[src/rtl/core_mem_arbiter.sv]
// Round-robin arbiter that serialises per-core LD/ST commands onto one
// single-port SRAM with a 1-cycle read latency (IDLE -> ACCESS -> RESP).
module core_mem_arbiter #(
    parameter int CORES  = 4,
    parameter int REG_W  = 8,
    parameter int ADDR_W = 10,
    parameter int ID_W   = 2
) (
    input  logic                    clk,
    input  logic                    reset,
    input  logic [2*CORES-1:0]      enable_M,
    input  logic [ADDR_W*CORES-1:0] addr_M,
    input  logic [REG_W*CORES-1:0]  wr_data_M,
    output logic [REG_W*CORES-1:0]  rd_data_M,
    output logic [CORES-1:0]        ready_M,
    output logic                    mem_en,
    output logic                    mem_we,
    output logic [ADDR_W-1:0]       mem_addr,
    output logic [REG_W-1:0]        mem_wdata,
    input  logic [REG_W-1:0]        mem_rdata,
    output logic                    busy,
    output logic [ID_W-1:0]         grant_id,
    output logic                    err_illegal
);

    typedef enum logic [1:0] {
        ST_IDLE   = 2'd0,
        ST_ACCESS = 2'd1,
        ST_RESP   = 2'd2
    } state_t;

    localparam logic [1:0] CMD_LD  = 2'b01;
    localparam logic [1:0] CMD_ST  = 2'b10;
    localparam logic [1:0] CMD_ILL = 2'b11;

    state_t           r_state;
    logic [ID_W-1:0]  r_grant_id;
    logic [ID_W-1:0]  r_last_grant;
    logic             r_mem_en;
    logic             r_mem_we;
    logic             r_busy;
    logic             r_err_illegal;
    logic [CORES-1:0] r_ready;

    logic [CORES-1:0] w_req;
    logic             w_any_illegal;
    logic             w_found;
    logic [ID_W-1:0]  w_winner;
    logic             w_winner_st;

    // Classify each core's command slice into request / illegal.
    always_comb begin
        w_req         = {CORES{1'b0}};
        w_any_illegal = 1'b0;
        for (int i = 0; i < CORES; i++) begin
            w_req[i]      = (enable_M[2*i +: 2] == CMD_LD) || (enable_M[2*i +: 2] == CMD_ST);
            w_any_illegal = w_any_illegal | (enable_M[2*i +: 2] == CMD_ILL);
        end
    end

    // Round-robin pick: scan downward so the nearest core after last_grant wins.
    always_comb begin
        w_found  = |w_req;
        w_winner = {ID_W{1'b0}};
        for (int k = CORES; k >= 1; k--) begin
            if (w_req[(int'(r_last_grant) + k) % CORES]) begin
                w_winner = ID_W'((int'(r_last_grant) + k) % CORES);
            end else begin
                w_winner = w_winner;
            end
        end
        w_winner_st = (enable_M[2*int'(w_winner) +: 2] == CMD_ST);
    end

    // Arbiter FSM with registered control outputs and sticky illegal flag.
    always_ff @(posedge clk or posedge reset) begin
        if (reset) begin
            r_state       <= ST_IDLE;
            r_grant_id    <= {ID_W{1'b0}};
            r_last_grant  <= ID_W'(CORES - 1);
            r_mem_en      <= 1'b0;
            r_mem_we      <= 1'b0;
            r_busy        <= 1'b0;
            r_err_illegal <= 1'b0;
            r_ready       <= {CORES{1'b0}};
        end else begin
            r_err_illegal <= r_err_illegal | w_any_illegal;
            case (r_state)
                ST_IDLE: begin
                    if (w_found) begin
                        r_state    <= ST_ACCESS;
                        r_grant_id <= w_winner;
                        r_mem_en   <= 1'b1;
                        r_mem_we   <= w_winner_st;
                        r_busy     <= 1'b1;
                    end else begin
                        r_state    <= ST_IDLE;
                    end
                end
                ST_ACCESS: begin
                    r_state  <= ST_RESP;
                    r_mem_en <= 1'b0;
                    r_mem_we <= 1'b0;
                    r_ready  <= {{(CORES-1){1'b0}}, 1'b1} << r_grant_id;
                end
                ST_RESP: begin
                    // The served core still shows its command here; no arbitration.
                    r_state      <= ST_IDLE;
                    r_ready      <= {CORES{1'b0}};
                    r_busy       <= 1'b0;
                    r_last_grant <= r_grant_id;
                end
                default: begin
                    r_state  <= ST_IDLE;
                    r_mem_en <= 1'b0;
                    r_mem_we <= 1'b0;
                    r_busy   <= 1'b0;
                    r_ready  <= {CORES{1'b0}};
                end
            endcase
        end
    end

    // Address/data muxes are gated so they read zero outside ACCESS.
    always_comb begin
        if (r_mem_en) begin
            mem_addr  = addr_M[ADDR_W*int'(r_grant_id) +: ADDR_W];
            mem_wdata = wr_data_M[REG_W*int'(r_grant_id) +: REG_W];
        end else begin
            mem_addr  = {ADDR_W{1'b0}};
            mem_wdata = {REG_W{1'b0}};
        end
    end

    // Load data passes straight through to the core currently in RESP.
    always_comb begin
        rd_data_M = {(REG_W*CORES){1'b0}};
        for (int i = 0; i < CORES; i++) begin
            rd_data_M[REG_W*i +: REG_W] = r_ready[i] ? mem_rdata : {REG_W{1'b0}};
        end
    end

    assign ready_M     = r_ready;
    assign mem_en      = r_mem_en;
    assign mem_we      = r_mem_we;
    assign busy        = r_busy;
    assign grant_id    = r_grant_id;
    assign err_illegal = r_err_illegal;

endmodule

[config.mk]
export PLATFORM = sky130hd
export DESIGN_NAME = core_mem_arbiter
export DESIGN_NICKNAME = d
export VERILOG_FILES = /design/src/rtl/core_mem_arbiter.sv
export SDC_FILE = /design/constraint.sdc
export NUM_CORES = 1
export LEC_CHECK = 0
export CAP_MARGIN = 5
export CORE_UTILIZATION = 30
export DETAILED_ROUTE_END_ITERATION = 6
export HOLD_SLACK_MARGIN = 0.05
export MAX_ROUTING_LAYER = met4
export PLACE_DENSITY = 0.82
export SYNTH_ARGS = -nofsm -noshare
export SYNTH_HDL_FRONTEND = slang
export SYNTH_SLANG_ARGS = --single-unit
[constraint.sdc]
create_clock -name clk -period 2.2 [get_ports clk]
set_clock_uncertainty 0.2 [all_clocks]
set_input_delay 0.44 -clock clk [delete_from_list [all_inputs] [get_ports clk]]
set_output_delay 0.44 -clock clk [all_outputs]
set_load 0.05 [all_outputs]
==> flow_metrics.tcl, run 1 <==
set metrics [dict create \
    io_pins 150 \
    synth-seq-cells 14 \
    die_h_um 72.8 \
    fmax_ghz 0.431 \
    synth-edff-count 0 \
    final_cell_mix "88 x clkdlybuf4s50_1, 36 x buf_12, 32 x and2_1" \
    grt_util_all_layers 0.247 \
    yosysSeqAreaShare 0.235 \
    finalNetCount 399 \
    clockBufferDepth 2 \
    final_common_cell "clkdlybuf4s50_1" \
    worstMarginPinSlew_ps 541 \
    insertion_delay_ps 250 \
    vias 1862 \
    fin_crit_sh 1.06 \
    p_leak_nw 1.52 \
    grt_pass1_vias 1839 \
    grt_overflow_total 0 \
    synthArstFlopShare 1.00 \
    drive_gt1_frac 0.408 \
    drt_iter0_markers 58 \
    cts.clk_slew.worst_paths_ps 60 \
    postCtsHoldBufs 0 \
    routed_wl_um 6670 \
    dp_cells 364 \
    crit_required_ps 1560 \
    dpl_cell_area_mm2 0.00342 \
    synthSimpleGateAreaFrac 0.321 \
    n_antenna_cell 0 \
    violations "setup timing" \
    drv_cap 0 \
    die-area_mm2 0.00530 \
    firstDrtPassIters 4 \
    synth.area.mux_share 0.304 \
    hp-class "flip-flop to flip-flop" \
    netlist_instances 150 \
    cp_cell_sequence "buf_12 -> mux4_2 -> and2_4 -> buf_6" \
    synth_adder_area_share 0.0333 \
    final_cell_area_mm2 0.00369 \
    clock-root-buffer "clkbuf_8" \
    antenna_left 0 \
    cts.sinks 14 \
    slowest_stage "mux4_2" \
    finalPower_w 0.00512 \
    wl_per_cell_um 18.0 \
    critPathLaunchType "flip-flop" \
    cts_tree "done" \
    synth_xor_xnor_area_share 0 \
    crit_type "flip-flop to primary output" \
    peakVddDrop_uv 760 \
    end_kind "primary output" \
    drcViolationCount 0 \
    synth_top_family_by_area "simple AND/OR/NAND/NOR gates" \
    slew_viol_final 0 \
    setup_viol_count_final 19 \
    synth_compound_area_frac 0.0541 \
    synth_nets 244 \
    globalplace.congestion 0.817 \
    io_buffer_count 149 \
    grt_max_degree 26 \
    via_per_inst 5.02 \
    status "finished, violations left" \
    hold_slack_ps 267 \
    rsz0062_at_grt "true" \
    post-dp-hpwl_um 4840 \
    slew_headroom 0.639 \
    std_cell_rows 25 \
    synthFlopType "dfrtp_1" \
    core_mm2 0.00479 \
    layoutNonFillerInstCount 371 \
    antenna_found_initial 0 \
    grt_pass1_wl_um 9650 \
    synth_area_mm2 0.00150 \
    hold_viol_final 0 \
    place_ws_ps -444 \
    cp.arrival_ps 1680 \
    power_density_mw_per_mm2 1390 \
    start_util 0.314 \
    htree_levels 1 \
    crit_path_max_fanout 10 \
    die_width_um 72.8 \
    syn_area_per_cell_um2 10.0 \
    ys_warn_count 0 \
    slowest_delay_ps 520 \
    cts_buffers 3 \
    synth_cell_types 28 \
    syn2layout_area_growth_pct 146 \
    period_minus_slack_ps 2320 \
    fin_ws_ps -121 \
]
==> power breakdown <==
group	internal [W]	leakage [nW]	switching (W)	total, W
Sequential	0.000392	0.166	0.000257	0.000649
Clock	0.000128	0.0228	0.0000895	0.000218
Combinational	0.00203	1.33	0.00223	0.00425
Total	0.00255	1.52	0.00257	0.00512
==> sequential cells by signal, summed over array words and instances (netlist names) <==
name,cells
busy,1
err_illegal,1
grant_id,2
mem_en,1
mem_we,1
r_last_grant,2
r_state,2
ready_M,4
==> logic make-up (layout without fill, tap and decap cells) <==
group	count (synthesis)	after routing
fa+ha+maj	4	4
simple gates	82	82
mux	23	23
buf+inv	15	169
flops	14	14
compound gates	12	12
==> worst max-delay path, delay by kind of cell (launching register included) <==
family                 cells  cell delay (ps)
multiplexers               1              520
flip-flops                 1              420
buffers and inverters      2              310
AND/OR/NAND/NOR            1              180
==> path summary, 6_finish.rpt <==
| path | start | to | slack (ps) | cells past startpoint |
|---|---|---|---|---|
| worst max-delay path | grant_id[0] | mem_wdata[5] | -120 | 4 |
| worst min-delay path | err_illegal | err_illegal | 270 | 2 |
| worst max register to register | r_last_grant[0] | mem_we | 340 | 5 |
| worst min register to register | err_illegal | err_illegal | 270 | 2 |
| max in group asynchronous | reset | grant_id[1] | 1070 | 2 |
| min in group asynchronous | reset | grant_id[1] | 330 | 2 |
==> layer usage <==
layer / vias to the layer above / GRT usage / part of all wire / wire length [um]
met5: - / - / 0 / 0
met3: 18 / 0.0539 / 0.072 / 477
met2: 99 / 0.455 / 0.54 / 3580
met4: 0 / 0.0675 / 0.025 / 164
met1: 903 / 0.266 / 0.37 / 2450
li1: 842 / - / - / -
==> timing repair <==
item,in CTS,in global routing
gates resized for setup,36,8
cloned,0,1
setup endpoints to repair,21,20
hold endpoints to repair,0,0
pin swaps,1,1
buffers inserted,1,1
==> Yosys cell counts, types with 2 or more instances <==
| master | number | area [um^2] |
|---|---|---|
| mux4_2 | 18 | 405 |
| and2_1 | 50 | 313 |
| nand3b_1 | 2 | 15.0 |
| ha_1 | 4 | 50.1 |
| nand2b_1 | 7 | 43.8 |
| inv_1 | 6 | 22.5 |
| nor3_1 | 2 | 10.0 |
| nand2_1 | 6 | 22.5 |
| o21ai_0 | 2 | 10.0 |
| dfrtp_1 | 12 | 300 |
| a2111oi_0 | 2 | 17.5 |
| a21oi_1 | 4 | 20.0 |
| mux2i_1 | 3 | 30.0 |
| nor2_1 | 7 | 26.3 |
| nand3_1 | 2 | 10.0 |
| clkbuf_1 | 3 | 11.3 |
| nor2b_1 | 4 | 25.0 |
| dfstp_2 | 2 | 52.6 |
| buf_2 | 3 | 15.0 |
| buf_6 | 2 | 22.5 |
| mux2_2 | 2 | 22.5 |
==> through the flow <==
| stage | setup TNS [ps] | util |
|---|---|---|
| floorplan | -137 | - |
| global route | -2730 | 0.772 |
| CTS | -2020 | 0.758 |
| global placement | -1810 | 0.714 |
| finish | -1790 | 0.772 |
| detailed placement | -3080 | 0.714 |
==> area by class of cell <==
type                            instances  area, um^2
Tap cell                               67        83.8
Fill cell                             312        1090
Timing Repair Buffer                  159        1960
Clock buffer                            4        45.0
Multi-Input combinational cell        121        1220
Sequential cell                        14         358
Inverter                                6        22.5
Power figures use the tool's default switching activity.
==> run 2: changes to the inputs <==
--- a/config.mk
+++ b/config.mk
@@ -7,6 +7,7 @@
 export LEC_CHECK = 0
 export CAP_MARGIN = 5
 export CORE_UTILIZATION = 30
+export CTS_CLUSTER_DIAMETER = 150
 export DETAILED_ROUTE_END_ITERATION = 6
 export HOLD_SLACK_MARGIN = 0.05
 export MAX_ROUTING_LAYER = met4
==> results of run 2 <==
Final layout, timing and power as in run 1 (identical DEF).
==> run 3: changes to the inputs <==
--- a/config.mk
+++ b/config.mk
@@ -6,12 +6,14 @@
 export NUM_CORES = 1
 export LEC_CHECK = 0
 export CAP_MARGIN = 5
+export CORE_MARGIN = 2
 export CORE_UTILIZATION = 30
 export CTS_CLUSTER_DIAMETER = 150
 export DETAILED_ROUTE_END_ITERATION = 6
 export HOLD_SLACK_MARGIN = 0.05
 export MAX_ROUTING_LAYER = met4
 export PLACE_DENSITY = 0.82
+export SLEW_MARGIN = 10
 export SYNTH_ARGS = -nofsm -noshare
 export SYNTH_HDL_FRONTEND = slang
 export SYNTH_SLANG_ARGS = --single-unit
==> flow_metrics.tcl, run 3 (same netlist as run 1, synthesis figures left out) <==
set metrics [dict create \
    status "finished, violations left" \
    violations "setup timing" \
    grt_overflow_total 0 \
    final_cell_mix "82 x clkdlybuf4s50_1, 36 x buf_12, 32 x and2_1" \
    vias 1801 \
    final_common_cell "clkdlybuf4s50_1" \
    grt_pass1_wl_um 9170 \
    worst-path-buf-inv 2 \
    die-area_mm2 0.00560 \
    syn2layout_area_growth_pct 148 \
    clock-root-buffer "clkbuf_8" \
    antenna_left 0 \
    fin_util 0.779 \
    fin_crit_sh 1.06 \
    io_pins 150 \
    nFillCells 300 \
    slowest_delay_ps 520 \
    rsz0062_at_grt "true" \
    wl_per_cell_um 17.9 \
    peakVddDrop_uv 957 \
    post-dp-hpwl_um 5150 \
    worstMarginPinSlew_ps 537 \
    n_antenna_cell 0 \
    slew_headroom 0.641 \
    std_cell_rows 25 \
    die_h_um 74.8 \
    grt_pass1_vias 1753 \
    grt_util_all_layers 0.225 \
    power_density_mw_per_mm2 1380 \
    drcViolationCount 0 \
    seqPwrFrac 0.119 \
    slowest_stage "mux4_2" \
    switching_share 0.501 \
    largest_reg_flops 4 \
    cts.sinks 14 \
    period_minus_slack_ps 2330 \
    fin_ws_ps -132 \
    drive_gt1_frac 0.412 \
    p_comb_frac 0.838 \
    cts_buffers 3 \
    hold_viol_final 0 \
    insertion_delay_ps 250 \
    clockBufferDepth 2 \
    drv_cap 0 \
    via_per_inst 4.83 \
    min_from "err_illegal" \
    crit_type "flip-flop to primary output" \
    slew_viol_final 0 \
    cp_cell_sequence "buf_12 -> mux4_2 -> and2_4 -> buf_6" \
    fmax_ghz 0.429 \
    core_mm2 0.00479 \
    htree_levels 1 \
    start_util 0.314 \
    firstDrtPassIters 4 \
    p_leak_nw 1.58 \
    grt_max_degree 21 \
    routed_wl_um 6680 \
    cts_tree "done" \
    crit_path_max_fanout 10 \
    cp.arrival_ps 1690 \
    crit_required_ps 1560 \
    critPathLaunchType "flip-flop" \
    globalplace.congestion 0.847 \
    hp-class "flip-flop to flip-flop" \
    postCtsHoldBufs 0 \
    cp_top_family "multiplexers" \
    rr_startpoint "r_last_grant[0]" \
    die_width_um 74.8 \
    hold_slack_ps 271 \
    end_kind "primary output" \
    antenna_found_initial 0 \
    critPathLaunch "grant_id[0]" \
    io_buffer_count 149 \
    power.switching_w 0.00258 \
    drt_iter0_markers 71 \
    setup_viol_count_final 18 \
    pwr-share-clk 0.043 \
    internal_power_w 0.00257 \
    finalNetCount 401 \
    cts.clk_slew.worst_paths_ps 60 \
]
## run 3: stage by stage
step           area (um^2)  worst slack, ps  setup TNS [ps]  total power (W)  std cells
3_5_place_dp          3430             -365           -2570          0.00459        366
6_report              3730             -132           -2130          0.00514        373
5_1_grt               3730             -179           -2960          0.00535        373
4_1_cts               3630             -164           -2310          0.00503        370
2_1_floorplan         1550            -10.2            -137          0.00306        150
3_3_place_gp          3430             -260           -1910          0.00452        366
## run 3: worst paths after layout
path,endpoint,slack (ps),depth (start not counted)
min in group asynchronous,err_illegal,340,2
max in group asynchronous,grant_id[0],1070,2
max,mem_wdata[5],-130,4
min reg2reg,err_illegal,270,2
max reg2reg,mem_we,340,5
min,err_illegal,270,2
## run 3: cell type report
type,instances,area (um^2),share of cell area
Multi-Input combinational cell,121,1230,0.329
Clock buffer,4,45.0,0.0121
Timing Repair Buffer,161,2000,0.535
Tap cell,67,83.8,0.0225
Sequential cell,14,355,0.0953
Inverter,6,22.5,0.00604
## run 3: worst min-delay path, stage by stage (launching register included)
cell,delay (ps)
dfrtp_1,350
nor2_1,40
nand2_1,40
## run 3: layer usage
metal	share of wire	GRT usage
met1	0.34	0.246
met2	0.57	0.417
met3	0.068	0.0402
met4	0.018	0.0615
met5	0	-
## run 3: power groups by stage
stage | clock, W | combinational (W) | sequential (W)
after floorplan | 0 | 0.00230 | 0.000759
after global placement | 0 | 0.00393 | 0.000596
after detailed placement | 0 | 0.00399 | 0.000603
after CTS | 0.000221 | 0.00421 | 0.000600
after global routing | 0.000233 | 0.00448 | 0.000635
final | 0.000220 | 0.00431 | 0.000611
## run 3: timing repair
action                     CTS  global route
resized for setup           33            14
pin swaps                    3             6
setup endpoints to repair   19            19
buffers inserted             0             2
gates cloned                 0             1
